==> src/rtl/stacker_pkg.sv <==
// Shared types for the stacker row slider: FSM states, motion direction, colours.
package stacker_pkg;

    typedef enum logic [2:0] {
        IDLE    = 3'd0,
        ERASE   = 3'd1,
        ADVANCE = 3'd2,
        DRAW    = 3'd3,
        STOPPED = 3'd4
    } state_e;

    typedef enum logic {
        DIR_RIGHT = 1'b0,
        DIR_LEFT  = 1'b1
    } dir_e;

    localparam logic [2:0] BLACK = 3'b000;

endpackage

==> src/rtl/slider_step.sv <==
// Next-x computation for the row slider with a registered travel direction.
// ROW_SLIDER_WRAP_EN: wrap from X_MAX back to 0 instead of bouncing.
module slider_step
    import stacker_pkg::*;
#(
    parameter int X_W   = 8,
    parameter int STEP  = 4,
    parameter int X_MAX = 156
) (
    input  logic           clk,
    input  logic           reset,
    input  logic           clear_i,
    input  logic           advance_i,
    input  logic [X_W-1:0] x_i,
    output logic [X_W-1:0] x_next_o
);

    localparam logic [X_W-1:0] STEP_X = X_W'(STEP);
    localparam logic [X_W-1:0] MAX_X  = X_W'(X_MAX);

    dir_e dir_q, dir_d;

    always_comb begin
        x_next_o = x_i;
        dir_d    = dir_q;
`ifdef ROW_SLIDER_WRAP_EN
        if (x_i >= MAX_X) x_next_o = '0;
        else              x_next_o = x_i + STEP_X;
`else
        if (dir_q == DIR_RIGHT) begin
            if (x_i >= MAX_X) begin
                x_next_o = MAX_X - STEP_X;
                dir_d    = DIR_LEFT;
            end else begin
                x_next_o = x_i + STEP_X;
            end
        end else begin
            if (x_i == '0) begin
                x_next_o = STEP_X;
                dir_d    = DIR_RIGHT;
            end else begin
                x_next_o = x_i - STEP_X;
            end
        end
`endif
    end

    always_ff @(posedge clk) begin
        if (reset || clear_i) dir_q <= DIR_RIGHT;
        else if (advance_i)   dir_q <= dir_d;
    end

endmodule

==> src/rtl/row_slider.sv <==
// Row slider: erase / advance / redraw a block on each movement tick until frozen.
// ROW_SLIDER_WRAP_EN selects wrap-around motion in slider_step.
//
//  state   | meaning
//  IDLE    | waiting for step_en or stop; y tracks level
//  ERASE   | draw_req with BLACK at old position until draw_ack
//  ADVANCE | one cycle, x takes its next value
//  DRAW    | draw_req with colour_in at new position until draw_ack
//  STOPPED | frozen, shows colour_in, waits for new_row
module row_slider
    import stacker_pkg::*;
#(
    parameter int X_W     = 8,
    parameter int Y_W     = 7,
    parameter int LEVEL_W = 6,
    parameter int STEP    = 4,
    parameter int X_MAX   = 156,
    parameter int Y_BASE  = 116,
    parameter int ROW_H   = 4
) (
    input  logic               clk,
    input  logic               reset,
    input  logic               step_en,
    input  logic               stop,
    input  logic               new_row,
    input  logic [LEVEL_W-1:0] level,
    input  logic [2:0]         colour_in,
    input  logic               draw_ack,
    output logic [X_W-1:0]     x,
    output logic [Y_W-1:0]     y,
    output logic [2:0]         colour,
    output logic               draw_req,
    output logic               locked,
    output logic               missed_step
);

    state_e         state_q, state_d;
    logic [X_W-1:0] x_q, x_d, x_next;
    logic [Y_W-1:0] y_q, y_d, y_calc;
    logic [2:0]     colour_q, colour_d;
    logic           draw_req_q, draw_req_d;
    logic           locked_q, locked_d;
    logic           missed_q, missed_d;
    logic           advance;
    logic [31:0]    drop_w;

    // Rows stack upward from Y_BASE; anything above the top clamps to 0.
    assign drop_w = 32'(ROW_H) * 32'(level);
    assign y_calc = (drop_w > 32'(Y_BASE)) ? '0 : Y_W'(32'(Y_BASE) - drop_w);

    slider_step #(
        .X_W   (X_W),
        .STEP  (STEP),
        .X_MAX (X_MAX)
    ) u_step (
        .clk       (clk),
        .reset     (reset),
        .clear_i   (new_row),
        .advance_i (advance),
        .x_i       (x_q),
        .x_next_o  (x_next)
    );

    always_comb begin
        state_d    = state_q;
        x_d        = x_q;
        y_d        = y_q;
        colour_d   = colour_q;
        draw_req_d = draw_req_q;
        locked_d   = 1'b0;
        missed_d   = missed_q;
        advance    = 1'b0;

        if (new_row) begin
            state_d    = IDLE;
            x_d        = '0;
            y_d        = y_calc;
            draw_req_d = 1'b0;
        end else begin
            if (step_en && state_q != IDLE) missed_d = 1'b1;
            case (state_q)
                IDLE: begin
                    y_d = y_calc;
                    if (stop) begin
                        state_d    = STOPPED;
                        locked_d   = 1'b1;
                        colour_d   = colour_in;
                        draw_req_d = 1'b0;
                    end else if (step_en) begin
                        state_d    = ERASE;
                        colour_d   = BLACK;
                        draw_req_d = 1'b1;
                    end
                end
                ERASE: begin
                    if (draw_ack) begin
                        state_d    = ADVANCE;
                        draw_req_d = 1'b0;
                    end
                end
                ADVANCE: begin
                    advance    = 1'b1;
                    x_d        = x_next;
                    colour_d   = colour_in;
                    draw_req_d = 1'b1;
                    state_d    = DRAW;
                end
                DRAW: begin
                    if (draw_ack) begin
                        state_d    = IDLE;
                        draw_req_d = 1'b0;
                    end
                end
                STOPPED: begin
                    colour_d   = colour_in;
                    draw_req_d = 1'b0;
                end
                default: begin
                    state_d    = IDLE;
                    draw_req_d = 1'b0;
                end
            endcase
        end
    end

    always_ff @(posedge clk) begin
        if (reset) begin
            state_q    <= IDLE;
            x_q        <= '0;
            y_q        <= Y_W'(Y_BASE);
            colour_q   <= BLACK;
            draw_req_q <= 1'b0;
            locked_q   <= 1'b0;
            missed_q   <= 1'b0;
        end else begin
            state_q    <= state_d;
            x_q        <= x_d;
            y_q        <= y_d;
            colour_q   <= colour_d;
            draw_req_q <= draw_req_d;
            locked_q   <= locked_d;
            missed_q   <= missed_d;
        end
    end

    assign x           = x_q;
    assign y           = y_q;
    assign colour      = colour_q;
    assign draw_req    = draw_req_q;
    assign locked      = locked_q;
    assign missed_step = missed_q;

endmodule

==> config.mk <==
export PLATFORM = sky130hd
export DESIGN_NAME = row_slider
export DESIGN_NICKNAME = d
export VERILOG_FILES = /design/src/rtl/stacker_pkg.sv /design/src/rtl/slider_step.sv /design/src/rtl/row_slider.sv
export SDC_FILE = /design/constraint.sdc
export NUM_CORES = 1
export LEC_CHECK = 0
export CAP_MARGIN = 20
export CORE_MARGIN = 8
export CORE_UTILIZATION = 50
export DETAILED_ROUTE_END_ITERATION = 10
export PLACE_DENSITY_LB_ADDON = 0.2
export SETUP_SLACK_MARGIN = 0.3
export SKIP_LAST_GASP = 1
export SLEW_MARGIN = 20
export SYNTH_ARGS = -nofsm -noshare
export SYNTH_HDL_FRONTEND = slang
export SYNTH_SLANG_ARGS = --single-unit
==> constraint.sdc <==
create_clock -name clk -period 4.66 [get_ports clk]
set_clock_uncertainty 0.05 [all_clocks]
set_input_delay 0.699 -clock clk [delete_from_list [all_inputs] [get_ports clk]]
set_output_delay 0.699 -clock clk [all_outputs]
set_load 0.02 [all_outputs]
==> reports/metrics.cfg <==
[synth]
synthTopCellsByArea=dfxtp_1 (35%), nor2_1 (5.3%), ha_1 (5.2%)
ys_seq_elements=21
synth_common_cells=dfxtp_1 (21), nor2_1 (17), a21oi_1 (9), nand2_1 (9), o21ai_0 (8)
synth_area_leader_cell=dfxtp_1
synth_edf_count=0
synth.avg_cell_area_um2=8.49
synth-async-reset-ratio_pct=0
ys_seq_area_share_pct=34.9
synth-warning-count=0
synth_cell_type_count=45
synth_cells=142
synth_top_area_share_pct=34.9
synth_area_um2=1200
synth_flop_cell=dfxtp_1
synthMostInstantiatedCell=dfxtp_1

[power_and_ir_drop]
p_per_area_nw_per_um2=225
peakVddDrop_v=0.000217
total_power_uw=337
power_leakage_nw=0.558

[drt]
vias_per_cell=5.55
first_pass_iters=4
vias=1083
wl_per_cell_um=13.6
route.detailed.drc=0
drt_first_iter_violations=58
ant_nets=0
drt_wl_total_mm=2.64

[sta]
setup_viol=0
hold_violations=0
slew_headroom_pct=64.1
max_freq_ghz=0.429
post-route-period-util_pct=50.0
maxSlewViolCount=0
tns_ns=0
fin_crit_ns=2.33
tightest_slew_ns=0.537
rsz0062_at_grt=no
setup_slack_ns=2.33

[worst_setup_path]
path_cells=clkdlybuf4s50_1
critPathBufInv=1
worstPathRequired_ns=3.91
r2r_slack_ns=2.78
critPathLaunchType=register
crit_slowest_cell=clkdlybuf4s50_1
timing.rr.start=x[2]
ff2ff_path_depth=7
worstSetupPathType=reg -> out
startpoint=x[5]
worstSetupEndpointType=output pin
slowest_delay_ns=0.69
crit_arrival_ns=1.58
cp_max_fo=11
path_delay_family=buffers and inverters
worstReg2RegEnd=x[2]

[clocking]
clk_pin_slew_ns=0.12
post-cts-setup-buffer-count=0
cts_hold_buf=0
cts_resized=0
cts_sinks=21
cts-buffers-inserted=3
clock_latency_ns=0.30
htree_levels=1
clock_path_buffers=2
cts_tree=yes
cts_root_buf=clkbuf_4

[finish]
antenna_cells=0
fin_nets=188
drive_above_1_share_pct=8.98
fill_cells=215
area_growth_pct=24.2
stdcell_area_um2=1500

[floorplanning]
start_util_pct=53.4
core_area_um2=2250
die_h_um=65.1
fp.dieArea_um2=4240
ioPinCount=36
die_w_um=65.1
rows=17

[global_routing]
grt_max_degree=17
gr-total-overflow=0
grt_pass1_wl_mm=4.41
first_global_vias=1044
antenna_found_initial=0
grtUsageTotal_pct=12.4

[job]
drv_cap=0

[placed_design]
dpl-instance-area_um2=1470
gp_congestion=0.843
hpwl_mm=2.07
io_buffers=31
dp_slack_ns=2.46

[worst_hold_path]
min_path_cells=1
hp-start=y[6]
hold_end=y[6]
hold_path.class=reg -> reg

[outcome]
status=complete, no violations

logic make-up (layout without fill, tap and decap cells):
group / count (synthesis) / in the layout / share of synthesized area (%)
AOI/OAI and AO/OA: 39 / 39 / 21.7
xor gates and xnor gates: 4 / 4 / 2.91
adders and majority gates: 5 / 5 / 5.19
buffers and inverters: 15 / 37 / 8.31
DFF: 21 / 21 / 34.9
muxes: 2 / 2 / 1.77
other: 1 / 4 / 0.311
and+or+nand+nor: 55 / 55 / 24.9
routing by layer:
metal,share of wire [%],GRT usage [%],vias up
met2,49,21.4,24
li1,-,-,550
met4,0.79,3.27,0
met5,0,0,-
met3,5.3,3.90,4
met1,45,14.5,505
registers in the layout, indices dropped and copies added, names as in the netlist:
signal        flops
state_q           3
u_step.dir_q      1
locked            1
colour            3
missed_step       1
y                 5
draw_req          1
x                 6
metrics by stage:
stage	hold WS [ns]	utilization, %	instances
floorplan	0.460	-	145
global placement	0.399	65.1	191
detailed placement	0.409	65.1	191
CTS	0.437	66.4	195
global route	0.456	66.4	195
finish	0.432	66.4	195
area by class of cell:
| type | count | area (um2) | area share (%) |
|---|---|---|---|
| clock buffer | 3 | 22.5 | 1.51 |
| clock inverter | 1 | 5.00 | 0.334 |
| inverter | 2 | 7.51 | 0.502 |
| multi-input combinational | 109 | 696 | 46.5 |
| sequential | 21 | 420 | 28.1 |
| tap | 28 | 35.0 | 2.34 |
| timing repair buffer | 31 | 310 | 20.7 |
where the power goes:
part           leakage, nW  switching (mW)  internal, mW
registers            0.172         0.00464         0.186
logic                0.369          0.0286        0.0296
clock network       0.0177          0.0556        0.0320
total                0.558          0.0889         0.248
worst max path at each step:
stage | end | cells after the start
floorplan | x[2] | 7
global placement | x[7] | 3
detailed placement | state_q[0] | 5
CTS | x[5] | 1
global route | x[5] | 1
finish | x[5] | 1
cell usage in the layout (no fill, tap or decap), types with 4 or more instances in the layout:
| cell | Yosys | final |
|---|---|---|
| a21oi_1 | 9 | 9 |
| a22oi_1 | 5 | 5 |
| clkdlybuf4s50_1 | 0 | 31 |
| conb_1 | 1 | 4 |
| dfxtp_1 | 21 | 21 |
| ha_1 | 5 | 5 |
| nand2_1 | 9 | 9 |
| nor2_1 | 17 | 17 |
| nor3_1 | 7 | 7 |
| o21ai_0 | 8 | 8 |
| xor2_1 | 4 | 4 |
Note: power is estimated with default switching activity, not from simulation.
